[src/rtl/i2c_data_fifo.sv]
`default_nettype none
// ============================================================================
// Module   : i2c_data_fifo
// Desc     : Synchronous first-word-fall-through FIFO with sticky error flags,
//            used on both the TX and RX data paths behind the APB slave.
// Revision : 1.0 - initial release
// ============================================================================
module i2c_data_fifo #(
    parameter int DATA_WIDTH  = 32,
    parameter int ADDR_WIDTH  = 3,
    parameter int AFULL_LEVEL = 6
) (
    input  logic                  PCLK,
    input  logic                  PRESETn,
    input  logic                  CLEAR,
    input  logic                  WR_EN,
    input  logic [DATA_WIDTH-1:0] DATA_IN,
    input  logic                  RD_EN,
    output logic [DATA_WIDTH-1:0] DATA_OUT,
    output logic                  FULL,
    output logic                  EMPTY,
    output logic                  ALMOST_FULL,
    output logic [ADDR_WIDTH:0]   COUNT,
    output logic                  OVERFLOW,
    output logic                  UNDERFLOW,
    output logic                  ERROR
);

    localparam int                    c_DEPTH     = 2 ** ADDR_WIDTH;
    localparam logic [ADDR_WIDTH:0]   c_DEPTH_CNT = (ADDR_WIDTH + 1)'(c_DEPTH);
    localparam logic [ADDR_WIDTH:0]   c_AFULL_CNT = (ADDR_WIDTH + 1)'(AFULL_LEVEL);
    localparam logic [ADDR_WIDTH:0]   c_CNT_ONE   = (ADDR_WIDTH + 1)'(1);
    localparam logic [ADDR_WIDTH-1:0] c_PTR_ONE   = (ADDR_WIDTH)'(1);

    logic [DATA_WIDTH-1:0] r_mem [0:c_DEPTH-1];
    logic [ADDR_WIDTH-1:0] r_wptr;
    logic [ADDR_WIDTH-1:0] r_rptr;
    logic [ADDR_WIDTH:0]   r_count;
    logic                  r_ovf;
    logic                  r_unf;

    logic w_run;
    logic w_full;
    logic w_empty;
    logic w_push;
    logic w_pop;
    logic w_ovf_set;
    logic w_unf_set;

    // Reset and flush both swallow any access presented in the same cycle.
    assign w_run     = PRESETn & ~CLEAR;
    assign w_full    = (r_count == c_DEPTH_CNT);
    assign w_empty   = (r_count == '0);

    // A pop on a full FIFO frees the slot, so the concurrent push is legal.
    assign w_push    = w_run & WR_EN & (~w_full | RD_EN);
    assign w_pop     = w_run & RD_EN & ~w_empty;
    assign w_ovf_set = w_run & WR_EN & w_full & ~RD_EN;
    assign w_unf_set = w_run & RD_EN & w_empty;

    always_ff @(posedge PCLK) begin
        if (!PRESETn || CLEAR) begin
            r_wptr  <= '0;
            r_rptr  <= '0;
            r_count <= '0;
            r_ovf   <= 1'b0;
            r_unf   <= 1'b0;
        end else begin
            if (w_push) begin
                r_wptr <= r_wptr + c_PTR_ONE;
            end
            if (w_pop) begin
                r_rptr <= r_rptr + c_PTR_ONE;
            end
            case ({w_push, w_pop})
                2'b10:   r_count <= r_count + c_CNT_ONE;
                2'b01:   r_count <= r_count - c_CNT_ONE;
                default: r_count <= r_count;
            endcase
            if (w_ovf_set) begin
                r_ovf <= 1'b1;
            end
            if (w_unf_set) begin
                r_unf <= 1'b1;
            end
        end
    end

    // Storage carries no reset; contents are meaningless while EMPTY is high.
    always_ff @(posedge PCLK) begin
        if (w_push) begin
            r_mem[r_wptr] <= DATA_IN;
        end
    end

    assign DATA_OUT    = r_mem[r_rptr];
    assign FULL        = w_full;
    assign EMPTY       = w_empty;
    assign ALMOST_FULL = (r_count >= c_AFULL_CNT);
    assign COUNT       = r_count;
    assign OVERFLOW    = r_ovf;
    assign UNDERFLOW   = r_unf;
    assign ERROR       = r_ovf | r_unf;

endmodule
`default_nettype wire

[config.mk]
export PLATFORM = sky130hd
export DESIGN_NAME = i2c_data_fifo
export DESIGN_NICKNAME = d
export VERILOG_FILES = /design/src/rtl/i2c_data_fifo.sv
export SDC_FILE = /design/constraint.sdc
export NUM_CORES = 1
export LEC_CHECK = 0
export BUFFER_PORTS_ARGS = -buffer_cell sky130_fd_sc_hd__buf_4
export CORE_MARGIN = 2
export CORE_UTILIZATION = 40
export CTS_BUF_LIST = sky130_fd_sc_hd__clkbuf_4
export CTS_CLUSTER_SIZE = 16
export DETAILED_ROUTE_END_ITERATION = 10
export GPL_TIMING_DRIVEN = 1
export PLACE_DENSITY = 0.59
export SLEW_MARGIN = 0
export SYNTH_ARGS = -nofsm -noshare
export SYNTH_HDL_FRONTEND = slang
export SYNTH_SLANG_ARGS = --single-unit
[constraint.sdc]
create_clock -name PCLK -period 5.86 [get_ports PCLK]
set_input_delay 0 -clock PCLK [delete_from_list [all_inputs] [get_ports PCLK]]
set_output_delay 0 -clock PCLK [all_outputs]
set_load 0.05 [all_outputs]
==> run summary, run 1 <==
After detailed placement, the design holds a cell count of 859. The violation count after the first detailed-route iteration is 261. Measured against the total synthesized area, the mux share comes to between 10% and 20%. The number of antenna violations at the first check in global routing was 2.

The type of element capturing the critical path is an output port. The worst path uses between 50 and 60% of the clock period. After synthesis, flip-flops and latches occupy between 70% and 80% of the total area.

The synthesized design spends more area on one cell type than any other, namely sky130_fd_sc_hd__edfxtp_1. The most used flip-flop cell after synthesis is sky130_fd_sc_hd__edfxtp_1. The simple-gate area share of the yosys netlist came out at 2.049%. In this design, the critical path's most frequently occurring cell is sky130_fd_sc_hd__buf_4. The number of nets handed over by synthesis was between 500 and 600. The number of cells upsized or downsized after cts is 0.

The flow ran to the end, and the final reports show no timing, DRC or antenna violations. The critical path startpoint category is a register. The yosys synthesis warning count is 0.

In this run the most critical hold path is launched from DATA_IN[18]. The fmax came out at 312.6 MHz. The area share of the largest cell type after synthesis came out at roughly three quarters. The synthesis-to-layout area growth is 21.82%. TritonCTS built the clock tree. The per-cell via count in the routed design is between 4 and 5.

The total via count after detailed routing is about 5100. The internal power came out at between 0.002 and 0.003 W. The all-layer global routing usage is between 10% and 20%. The critical path data required time came out at 5.86 ns. The share of the synthesized area in compound gates (AO/OA/AOI/OAI) came out at 1.001%.

The global placement routability congestion came out at around 0.77. The power density over the cells came out at 295.6 nW/um2. The setup TNS came out at 0 ns.

The maximum fanout along the worst path came out at 37. The minimum clock period after layout came out at about 3.2 ns. The critical path goes through buf_4, mux4_2, mux2_2, buf_4. The deepest clock path buffer count came out at 3. The clock network fraction of total power came out at about two fifths. The detailed-route wire length came out at approximately 20 mm. The design draws ~0.0037 W. The count of cell types in the netlist came out at 36. The biggest cell delay along the critical path came out at ~0.87 ns.

The via count of the first global-routing pass came out at approximately 5600. The post-detailed-route wirelength per cell came out at a little under 20 um. The count of pins on the block boundary is 79. At the pin with the least slew margin, the transition time is ~1.1 ns. The net total in the final layout is roughly 680. After synthesis, the mean cell area works out to approximately 23 um2. The residual DRC count is 0. Summed over all nets, the switching power comes to ~0.00077 W.

The number of instances in the synthesized netlist is between 400 and 500. The floorplan row count came out at 58. The clock latency of the later-clocked register in the worst-skew pair came out at ~0.65 ns. The data arrival at the endpoint of the critical path is between 3 and 4 ns. The detail route stage leaves a number of antenna-violating nets equal to 0.

The global-route wire length before repair is around 30 mm. Sorting the synthesized cells by area gives the leading types as sky130_fd_sc_hd__edfxtp_1 74%, sky130_fd_sc_hd__mux4_2 14%, sky130_fd_sc_hd__mux2_2 3.5%. The synthesized-area fraction occupied by xor and xnor cells came out at 0.5907%. TritonCTS created 70 clock buffers. The number of detailed-routing iterations run before antenna repair came out at 4. The proportion of power drawn by combinational gates is under 10%. The number of fillers in the final layout is 2081. The die covers 27250 um2. The setup skew after layout is about 0.052 ns.

Net switching is between 20% and 30% of the power. The chip width came out at 165.1 um. The initial utilization of the core area, before any placement, comes to slightly above 40%. Setup repair after global routing left no endpoint under its margin. The async set-or-reset flop fraction in the synthesized netlist came out at 0%. The total of endpoints with negative setup slack in the final report came out at 0. The detailed placer's ending HPWL is around 10 mm. The count of buffers added by post-CTS timing repair for setup is 0. The height of the die is 165.1 um.

The slowest library cell on the worst path is sky130_fd_sc_hd__dfxtp_4. The largest net degree at the start of global routing came out at 65. The worst register-to-register path begins at COUNT[0]. Of the cells placed in the final design, the portion with a size suffix greater than 1 is ~44%. The count of maximum capacitance violations is 0. The number of clock sinks came out at ~270.

Summed over all layers, the global routing overflow is 0. The number of levels in the clock H-tree came out at 3. The total core area came out at between 20000 and 30000 um2. The proportion of power drawn by flip-flops and latches is about 57%. The tightest hold margin came out at 0.1375 ns. The headroom to the max-slew limit is roughly 28%.

The post-placement cell area came out at between 10000 and 15000 um2. The area of the mapped netlist came out at just over 10000 um2. The filler-free cell count of the finished design is 1022. The tree is rooted in a sky130_fd_sc_hd__clkbuf_4. The peak ir drop on the vdd network came out at between 0.0001 and 0.00015 V. The tightest min-delay check is of the input port to register type. The total of buffers placed on input and output ports came out at 78. The number of synthesized flops with an enable pin is around 260. The CTS clock-pin slew for the worst setup and hold paths came out at around 0.060 ns.

After synthesis, the largest family of logic cells by area is multiplexers. The number of failing hold endpoints at the final stage came to 0. The static power due to leakage came out at ~4.2 nW.

The critical path is of the register to output port type. The post-synthesis sequential element count is about 270. The post-synthesis adder-cell area fraction came out at less than 1%. The count of pins over their slew limit came out at 0. The cell area after layout is ~13000 um2.
-- metrics by stage --
stage | setup WS (ns) | utilization, %
2_1_floorplan | 0.8466 | -
3_3_place_gp | 3.081 | 45.05
3_5_place_dp | 2.932 | 45.05
4_1_cts | 2.475 | 49.90
5_1_grt | 2.360 | 49.92
6_report | 2.661 | 49.92
-- worst paths after layout --
check	endpoint	slack, ns	depth (start not counted)
hold / removal	r_mem[5][18]	0.14	2
setup / recovery	DATA_OUT[5]	2.66	4
setup reg to reg	COUNT[2]	2.90	10
hold reg to reg	r_rptr[2]	0.52	2
-- critical path, delay by kind of cell, from the launching register on --
family / cells / cell delay, ns
buf+inv: 2 / 0.82
mux: 2 / 0.87
flops: 1 / 0.87
-- layout make-up --
cell class / count / area [um2] / area share (%)
sequential: 271 / 7996 / 63.25
multi-input combinational: 165 / 2311 / 18.28
timing repair buffer: 131 / 1084 / 8.570
clock buffer: 99 / 743.2 / 5.878
tap: 330 / 412.9 / 3.266
clock inverter: 22 / 83.83 / 0.6630
inverter: 2 / 7.507 / 0.05938
antenna: 2 / 5.005 / 0.03958
-- power groups by stage --
stage	registers, W	clock network [W]	logic (W)
CTS	0.00213	0.00153	0.000137
detailed placement	0.00217	0	0.000116
finish	0.00213	0.00147	0.000136
floorplan	0.00217	0	0.0000551
global placement	0.00217	0	0.000112
global route	0.00213	0.00164	0.000146
-- placed cells by master, fill, tap and decap left out, types with 2 or more instances in the layout --
cell / n
sky130_fd_sc_hd__inv_1: 2
sky130_fd_sc_hd__mux4_2: 64
sky130_fd_sc_hd__clkinv_1: 17
sky130_fd_sc_hd__dlygate4sd3_1: 40
sky130_fd_sc_hd__nor2_1: 14
sky130_fd_sc_hd__a21oi_1: 5
sky130_fd_sc_hd__buf_4: 91
sky130_fd_sc_hd__inv_2: 4
sky130_fd_sc_hd__nor2_4: 3
sky130_fd_sc_hd__o21ai_0: 3
sky130_fd_sc_hd__edfxtp_1: 256
sky130_fd_sc_hd__nand2_1: 3
sky130_fd_sc_hd__mux2_2: 32
sky130_fd_sc_hd__clkbuf_4: 99
sky130_fd_sc_hd__xor2_1: 6
sky130_fd_sc_hd__dfxtp_1: 12
sky130_fd_sc_hd__nand2b_1: 5
sky130_fd_sc_hd__dfxtp_4: 2
sky130_fd_sc_hd__diode_2: 2
sky130_fd_sc_hd__nor3_2: 4
sky130_fd_sc_hd__ha_1: 5
sky130_fd_sc_hd__mux2i_1: 2
sky130_fd_sc_hd__nand3_1: 2
-- registers in the layout, summed over array words and instances, names as in the netlist, named ones only --
| name | cells |
|---|---|
| OVERFLOW | 1 |
| COUNT | 4 |
| r_wptr | 3 |
| r_rptr | 3 |
| UNDERFLOW | 1 |
| r_mem | 256 |
-- synth_stat cells, types with 2 or more instances --
cell / n
sky130_fd_sc_hd__edfxtp_1: 256
sky130_fd_sc_hd__mux4_2: 64
sky130_fd_sc_hd__mux2_2: 32
sky130_fd_sc_hd__nor2_1: 17
sky130_fd_sc_hd__dfxtp_1: 15
sky130_fd_sc_hd__buf_4: 8
sky130_fd_sc_hd__buf_1: 7
sky130_fd_sc_hd__xor2_1: 6
sky130_fd_sc_hd__a21oi_1: 5
sky130_fd_sc_hd__clkbuf_1: 5
sky130_fd_sc_hd__ha_1: 5
sky130_fd_sc_hd__nand2b_1: 5
sky130_fd_sc_hd__nor3_1: 4
sky130_fd_sc_hd__nand2_1: 3
sky130_fd_sc_hd__o21ai_0: 3
sky130_fd_sc_hd__inv_1: 2
sky130_fd_sc_hd__mux2i_1: 2
sky130_fd_sc_hd__nand3_1: 2
sky130_fd_sc_hd__nor4_1: 2
-- routing by layer --
metal  vias up  GRT usage, %  part of all wire (%)
met5         -             0                     0
met4         0         6.245                   1.9
met3        38         4.021                   5.8
met2       137         25.30                    50
met1      2597         19.35                    43
li1       2332             -                     -
-- logic make-up after synthesis --
group,after synthesis
DFF,271
AOI/OAI and AO/OA,14
xor gates and xnor gates,7
buffers and inverters,24
muxes,98
and+or+nand+nor,41
adders and majority gates,5
-- repair_timing --
action | 4_1_cts | 5_1_grt
hold endpoints to repair | 271 | 0
hold buffers | 40 | 0
endpoints found under the setup margin | 0 | 0
Note: power is estimated with default switching activity, not from simulation.
==> run 2: changes to the inputs <==
Clock period 5.86 ns to 3 ns, I/O delays scaled along.
==> run summary, run 2 (same netlist as run 1, synthesis figures left out) <==
The type of element capturing the critical path is a register. The tree is rooted in a sky130_fd_sc_hd__clkbuf_4. The via count of the first global-routing pass is 5791 (+3.5%). The TritonCTS clock tree is built. The detailed placer's ending HPWL is 11.32 mm (+8.8%).

The total of endpoints with negative setup slack in the final report came out at 0 (unchanged). The number of fillers in the final layout came out at 2043 (-1.8%). The power density over the cells is 582.9 nW/um2 (+97%). The static power due to leakage is 4.240 nW (+1.6%).

The count of pins on the block boundary is 79 (unchanged). The per-cell via count in the routed design came out at 5.068 (+1.5%). The tightest min-delay check is of the input port to register type. The deepest clock path buffer count came out at 3 (unchanged). The number of failing hold endpoints at the final stage is 0 (unchanged). The CTS clock-pin slew for the worst setup and hold paths came to 0.07 ns (about the same). The area of the die came out at 27250 um2 (unchanged).

The setup skew after layout is 0.02699 ns (-0.02459 ns). Setup repair after global routing left no endpoint under its margin. The number of antenna violations at the first check in global routing came out at 1 (-1). The worst hold path stage count is 2 (unchanged). The biggest cell delay along the critical path came out at 0.55 ns (-0.32 ns). The all-layer global routing usage came to 15.37% (+0.051 points). The violation count after the first detailed-route iteration is 350 (+34%). The global-route congestion overflow total came to 0 (unchanged). The library cell used most frequently in the layout, excluding fill and tap cells, is sky130_fd_sc_hd__edfxtp_1. In the layout the commonest cells are 256 x sky130_fd_sc_hd__edfxtp_1, 105 x sky130_fd_sc_hd__clkbuf_4, 94 x sky130_fd_sc_hd__buf_4. The number of buffers added by the clock tree synthesis step is 70 (unchanged). The number of clock sinks is 271 (unchanged).

The post-detailed-route wirelength per cell came out at 19.72 um (+1.7%). The cell area after layout came out at 12840 um2 (+1.6%). The area growth from synthesis to layout is 23.75%. The largest individual stage delay along the critical path comes from the cell sky130_fd_sc_hd__or4b_4.

The floorplan row count came out at 58 (unchanged). The run finished with clean final reports. The net total in the final layout was 691 (+1.2%).

The largest net degree at the start of global routing is 39 (-40%). The height of the die is 165.1 um (unchanged). The flip-flop count of the largest register after layout came out at 256 (unchanged). The post-placement cell area came out at 11550 um2 (+1.2%). The peak ir drop on the vdd network is 0.0002108 V (+90%).

The count of maximum capacitance violations is 0 (unchanged). The area occupied by multi-input gates came out at 2345 um2 (+1.5%). The flip-flop and latch area is 7996 um2 (unchanged). The count of pins over their slew limit was 0 (unchanged).

The worst setup path is launched from a register. The signal on the critical path passes through or4b_4, o21ai_4, or2_1, ha_1, xor2_1, ha_1, a21oi_1, xor2_1, or3_1, a21oi_1. The maximum fanout along the worst path was 7 (-81%). The data arrival at the endpoint of the critical path was 3.28 ns (+0.08 ns). The total of buffers placed on input and output ports is 78 (unchanged).

The share of layout cells above drive strength 1 was 45.35% (+1.0 points). The count of buffers added by post-CTS timing repair for setup is 0 (unchanged). The total core area was 25330 um2 (unchanged). The initial cell density of the core came out at 40.98% (unchanged). The tightest hold margin is 0.1544 ns (+0.01689 ns). The number of nets with antenna violations after detailed routing was 0 (unchanged).

The headroom to the max-slew limit came out at 28.46% (+0.40 points). The global-route wire length before repair is 31.26 mm (+2.2%). The worst setup path is of the register to register kind. The chip width came to 165.1 um (unchanged). The clock latency of the later-clocked register in the worst-skew pair was 0.63 ns (-0.02 ns). The fraction of the cycle the final worst path needs is between 90% and 100%. The global placement routability congestion is 0.7142 (-7.8%).

The total via count after detailed routing came out at 5220 (+2.3%). The number of detailed-routing iterations run before antenna repair came out at 4 (unchanged). The critical path data required time came to 3.54 ns (-2.32 ns). The fmax is roughly 360 MHz. The post-placement cell count came out at 866 (+0.81%). The detailed-route wire length came out at 20.31 mm (+2.5%). The filler-free cell count of the finished design came out at 1030 (+0.78%). For the finished layout, the period the worst path requires is approximately 2.7 ns.

The path depth of the worst reg2reg path came out at 10 (unchanged). The register with the most flip-flops in the final layout is r_mem. The residual DRC count came out at 0 (unchanged). The transition time of the tightest slew-check pin is 1.070 ns (-0.009452 ns).

The number of levels in the clock H-tree is 3 (unchanged).
## run 2: stage by stage
step / setup slack, ns / TNS, ns / utilization [%] / power, W
floorplan: -0.1789 / -21.47 / - / 0.004356
finish: 0.2590 / 0 / 50.71 / 0.007487
global placement: 0.4280 / 0 / 45.59 / 0.004470
CTS: 0.2456 / 0 / 50.70 / 0.007605
detailed placement: 0.2818 / 0 / 45.59 / 0.004480
global route: 0.02658 / 0 / 50.71 / 0.007809
## run 2: path summary, 6_finish.rpt
check / startpoint / end / slack, ns
hold reg to reg: r_rptr[2] / register / 0.53
setup / recovery: COUNT[3] / COUNT[2] / 0.26
setup reg to reg: COUNT[3] / COUNT[2] / 0.26
hold / removal: DATA_IN[21] / r_mem[3][21] / 0.15
## run 2: report_power, final
| group | internal [W] | switching [W] | leakage [nW] | total [W] |
|---|---|---|---|---|
| Clock | 0.00168 | 0.00137 | 0.523 | 0.00305 |
| Sequential | 0.00415 | 0.00000815 | 2.43 | 0.00416 |
| Combinational | 0.000120 | 0.000156 | 1.29 | 0.000276 |
| Total | 0.00595 | 0.00153 | 4.24 | 0.00749 |
## run 2: layout make-up
cell class                 count  share of cell area (%)
clock buffer                 105                   6.137
inverter                       2                 0.05845
antenna                        1                 0.01948
clock inverter                17                  0.7404
multi-input combinational    165                   18.26
sequential                   271                   62.26
timing repair buffer         139                   9.313
tap                          330                   3.215
## run 2: critical path, delay by kind of cell (launching register included)
| kind | cells | cell delay [ns] |
|---|---|---|
| xor gates and xnor gates | 2 | 0.33 |
| and+or+nand+nor | 3 | 1.05 |
| adders and majority gates | 2 | 0.44 |
| DFF | 1 | 0.47 |
| AOI/OAI and AO/OA | 3 | 0.38 |
## run 2: metal layers
layer,share of wire [%],global-route usage (%),vias to the layer above
met4,1.1,4.941,0
met5,0,0,-
met3,5.2,4.096,19
met1,45,20.05,2716
met2,49,25.28,138
li1,-,-,2347
## run 2: repair_timing
item,CTS,global route
resized for setup,0,0
hold buffers,41,0
endpoints found under the hold margin,271,0
==> run 3: changes to the inputs <==
Settings changed: SETUP_SLACK_MARGIN from default to 0.3.
==> run summary, run 3 (same netlist as run 1, synthesis figures left out) <==
The setup TNS is 0 ns (unchanged). The all-layer global routing usage was 15.74% (+0.37 points). The residual DRC count is 0 (unchanged). The floorplan row count came to 58 (unchanged). The setup slack after layout is 0.4074 ns (+0.1484 ns). Setup repair after global routing could not meet its margin everywhere. The register with the most flip-flops is r_mem. The deepest clock path buffer count came out at 3 (unchanged). The static power due to leakage is 4.280 nW (+0.95%). The count of maximum capacitance violations is 0 (unchanged). TritonCTS built the clock tree. The height of the die is 165.1 um (unchanged).

The worst setup path is of the register to register kind. The type of the tightest min-delay check is input port to register. The maximum fanout along the worst path came out at 10 (+3). The total of buffers placed on input and output ports is 78 (unchanged). The start point of the worst min-delay path is DATA_IN[4].

The minimum clock period after layout came to 2.593 ns (-0.1484 ns). The worst setup path is launched from a register. The setup skew after layout is 0.04014 ns (+0.01315 ns). The global-route wire length before repair is 31.69 mm (+1.4%). The clock latency of the later-clocked register in the worst-skew pair is 0.66 ns (+0.03 ns). The transition time of the tightest slew-check pin came out at 1.205 ns (+0.1351 ns). The share of layout cells above drive strength 1 came to 46.40% (+1.1 points). The type of element capturing the critical path is a register. The via count of the first global-routing pass is 5740 (-0.88%). In this run the critical register-to-register path is captured at COUNT[3].

The post-placement cell count came out at 859 (-0.81%). The initial cell density of the core came out at 40.98% (unchanged). The largest net degree at the start of global routing came out at 35 (-10%). Leaving out fill and tap cells, the most frequent cell in the layout is sky130_fd_sc_hd__edfxtp_1. The run finished with clean final reports. The data arrival at the endpoint of the critical path came to 3.18 ns (-0.10 ns). The number of buffers added by the clock tree synthesis step is 72 (+2.9%).

The global-route congestion overflow total is 0 (unchanged). The violation count after the first detailed-route iteration is 246 (-30%). The net total in the final layout is 697 (+0.87%). The path depth of the worst reg2reg path came to 7 (-3).

The number of levels in the clock H-tree was 3 (unchanged). The number of detailed-routing iterations run before antenna repair is 4 (unchanged). The power density over the cells is 590.4 nW/um2 (+1.3%). The total core area was 25330 um2 (unchanged). The root buffer selected by CTS is sky130_fd_sc_hd__clkbuf_4. The number of nets with antenna violations after detailed routing is 0 (unchanged). The worst slack after detailed placement is 0.2422 ns (-0.03957 ns). The number of clock sinks is 271 (unchanged). The worst flop-to-flop path startpoint is COUNT[1]. The library cells used most frequently in the layout, excluding fill and tap cells, are 256 x sky130_fd_sc_hd__edfxtp_1, 99 x sky130_fd_sc_hd__buf_4, 95 x sky130_fd_sc_hd__clkbuf_4. The fraction of the cycle the final worst path needs was 86.42% (-4.9 points). The fmax is 385.7 MHz (+5.7%).

The count of pins on the block boundary came out at 79 (unchanged). The number of antenna violations at the first check in global routing was 1 (unchanged). The area of the die came to 27250 um2 (unchanged). The post-detailed-route wirelength per cell is 19.54 um (-0.90%). The synthesis-to-layout area growth came out at 24.87%. The chip width is 165.1 um (unchanged). The number of failing hold endpoints at the final stage came out at 0 (unchanged). The total power of the final layout was 0.007651 W (+2.2%). The critical path data required time is 3.58 ns (+0.04 ns). The total via count after detailed routing was 5245 (+0.48%). The detailed-route wire length came to 20.40 mm (+0.44%).

The count of pins over their slew limit is 0 (unchanged). The global placement routability congestion came to 0.7924 (+11%). The slack of the worst reg-to-reg path is 0.41 ns (+0.15 ns). The per-cell via count in the routed design is 5.024 (-0.87%).

The worst hold path stage count is 2 (unchanged). The detailed placer's ending HPWL is 11.40 mm (+0.70%). The headroom to the max-slew limit was 19.50% (-9.0 points).

The peak ir drop on the vdd network is 0.0002839 V (+35%). The total of endpoints with negative setup slack in the final report came out at 0 (unchanged). The filler-free cell count of the finished design is 1044 (+1.4%).

For hold timing, the worst endpoint is r_mem[0][4]. The flip-flop count of the largest register after layout is 256 (unchanged). The CTS clock-pin slew for the worst setup and hold paths was 0.07 ns (about the same).
[run 3: layer usage]
metal / track usage [%] / wire, um / up-vias
met2: 25.80 / 10210 / 141
li1: - / - / 2377
met1: 20.18 / 8829 / 2707
met4: 5.731 / 257 / 0
met3: 4.396 / 1102 / 20
met5: 0 / 0 / -
[run 3: power breakdown]
part | internal [W] | switching [W]
clock network | 0.00175 | 0.00146
logic | 0.000124 | 0.000155
registers | 0.00415 | 0.00000928
total | 0.00603 | 0.00162
[run 3: worst max-delay path by stage]
stage / start / to / slack (ns)
floorplan: COUNT[2] / r_mem[6][0] / 0.18
global placement: COUNT[0] / COUNT[3] / 0.32
detailed placement: COUNT[0] / COUNT[3] / 0.24
CTS: COUNT[2] / r_mem[0][30] / 0.30
global route: COUNT[1] / COUNT[2] / 0.28
finish: COUNT[1] / COUNT[3] / 0.41
[run 3: repair_timing]
| item | in CTS | in global routing |
|---|---|---|
| hold buffers | 40 | 0 |
| buffers inserted | 1 | 11 |
| pin swaps | 0 | 5 |
| hold endpoints to repair | 282 | 0 |
| endpoints found under the setup margin | 51 | 45 |
| gates resized for setup | 1 | 2 |
[run 3: area by class of cell]
type,instances,area [um2]
Clock buffer,95,713.2
Sequential cell,271,8006
Timing Repair Buffer,143,1219
Tap cell,330,412.9
Clock inverter,33,221.5
Inverter,2,7.507
Fill cell,2008,12370
Multi-Input combinational cell,165,2367
Antenna cell,5,12.51
[run 3: critical path, cell delays in order, from the launching register on]
cell and delay, ns:
sky130_fd_sc_hd__dfxtp_4 0.38, sky130_fd_sc_hd__or4b_4 0.58, sky130_fd_sc_hd__o21ai_4 0.20, sky130_fd_sc_hd__or2_4 0.18, sky130_fd_sc_hd__ha_1 0.31, sky130_fd_sc_hd__or4_4 0.58
sky130_fd_sc_hd__a21o_1 0.17, sky130_fd_sc_hd__a21oi_1 0.13
[run 3: metrics by stage]
| stage | instance area [um2] | hold WS [ns] | util [%] |
|---|---|---|---|
| 2_1_floorplan | 10460 | 0.09887 | - |
| 3_3_place_gp | 11500 | 0.2314 | 45.43 |
| 3_5_place_dp | 11500 | 0.2359 | 45.43 |
| 4_1_cts | 12860 | 0.05294 | 50.77 |
| 5_1_grt | 12960 | 0.06724 | 51.17 |
| 6_report | 12960 | 0.1077 | 51.17 |
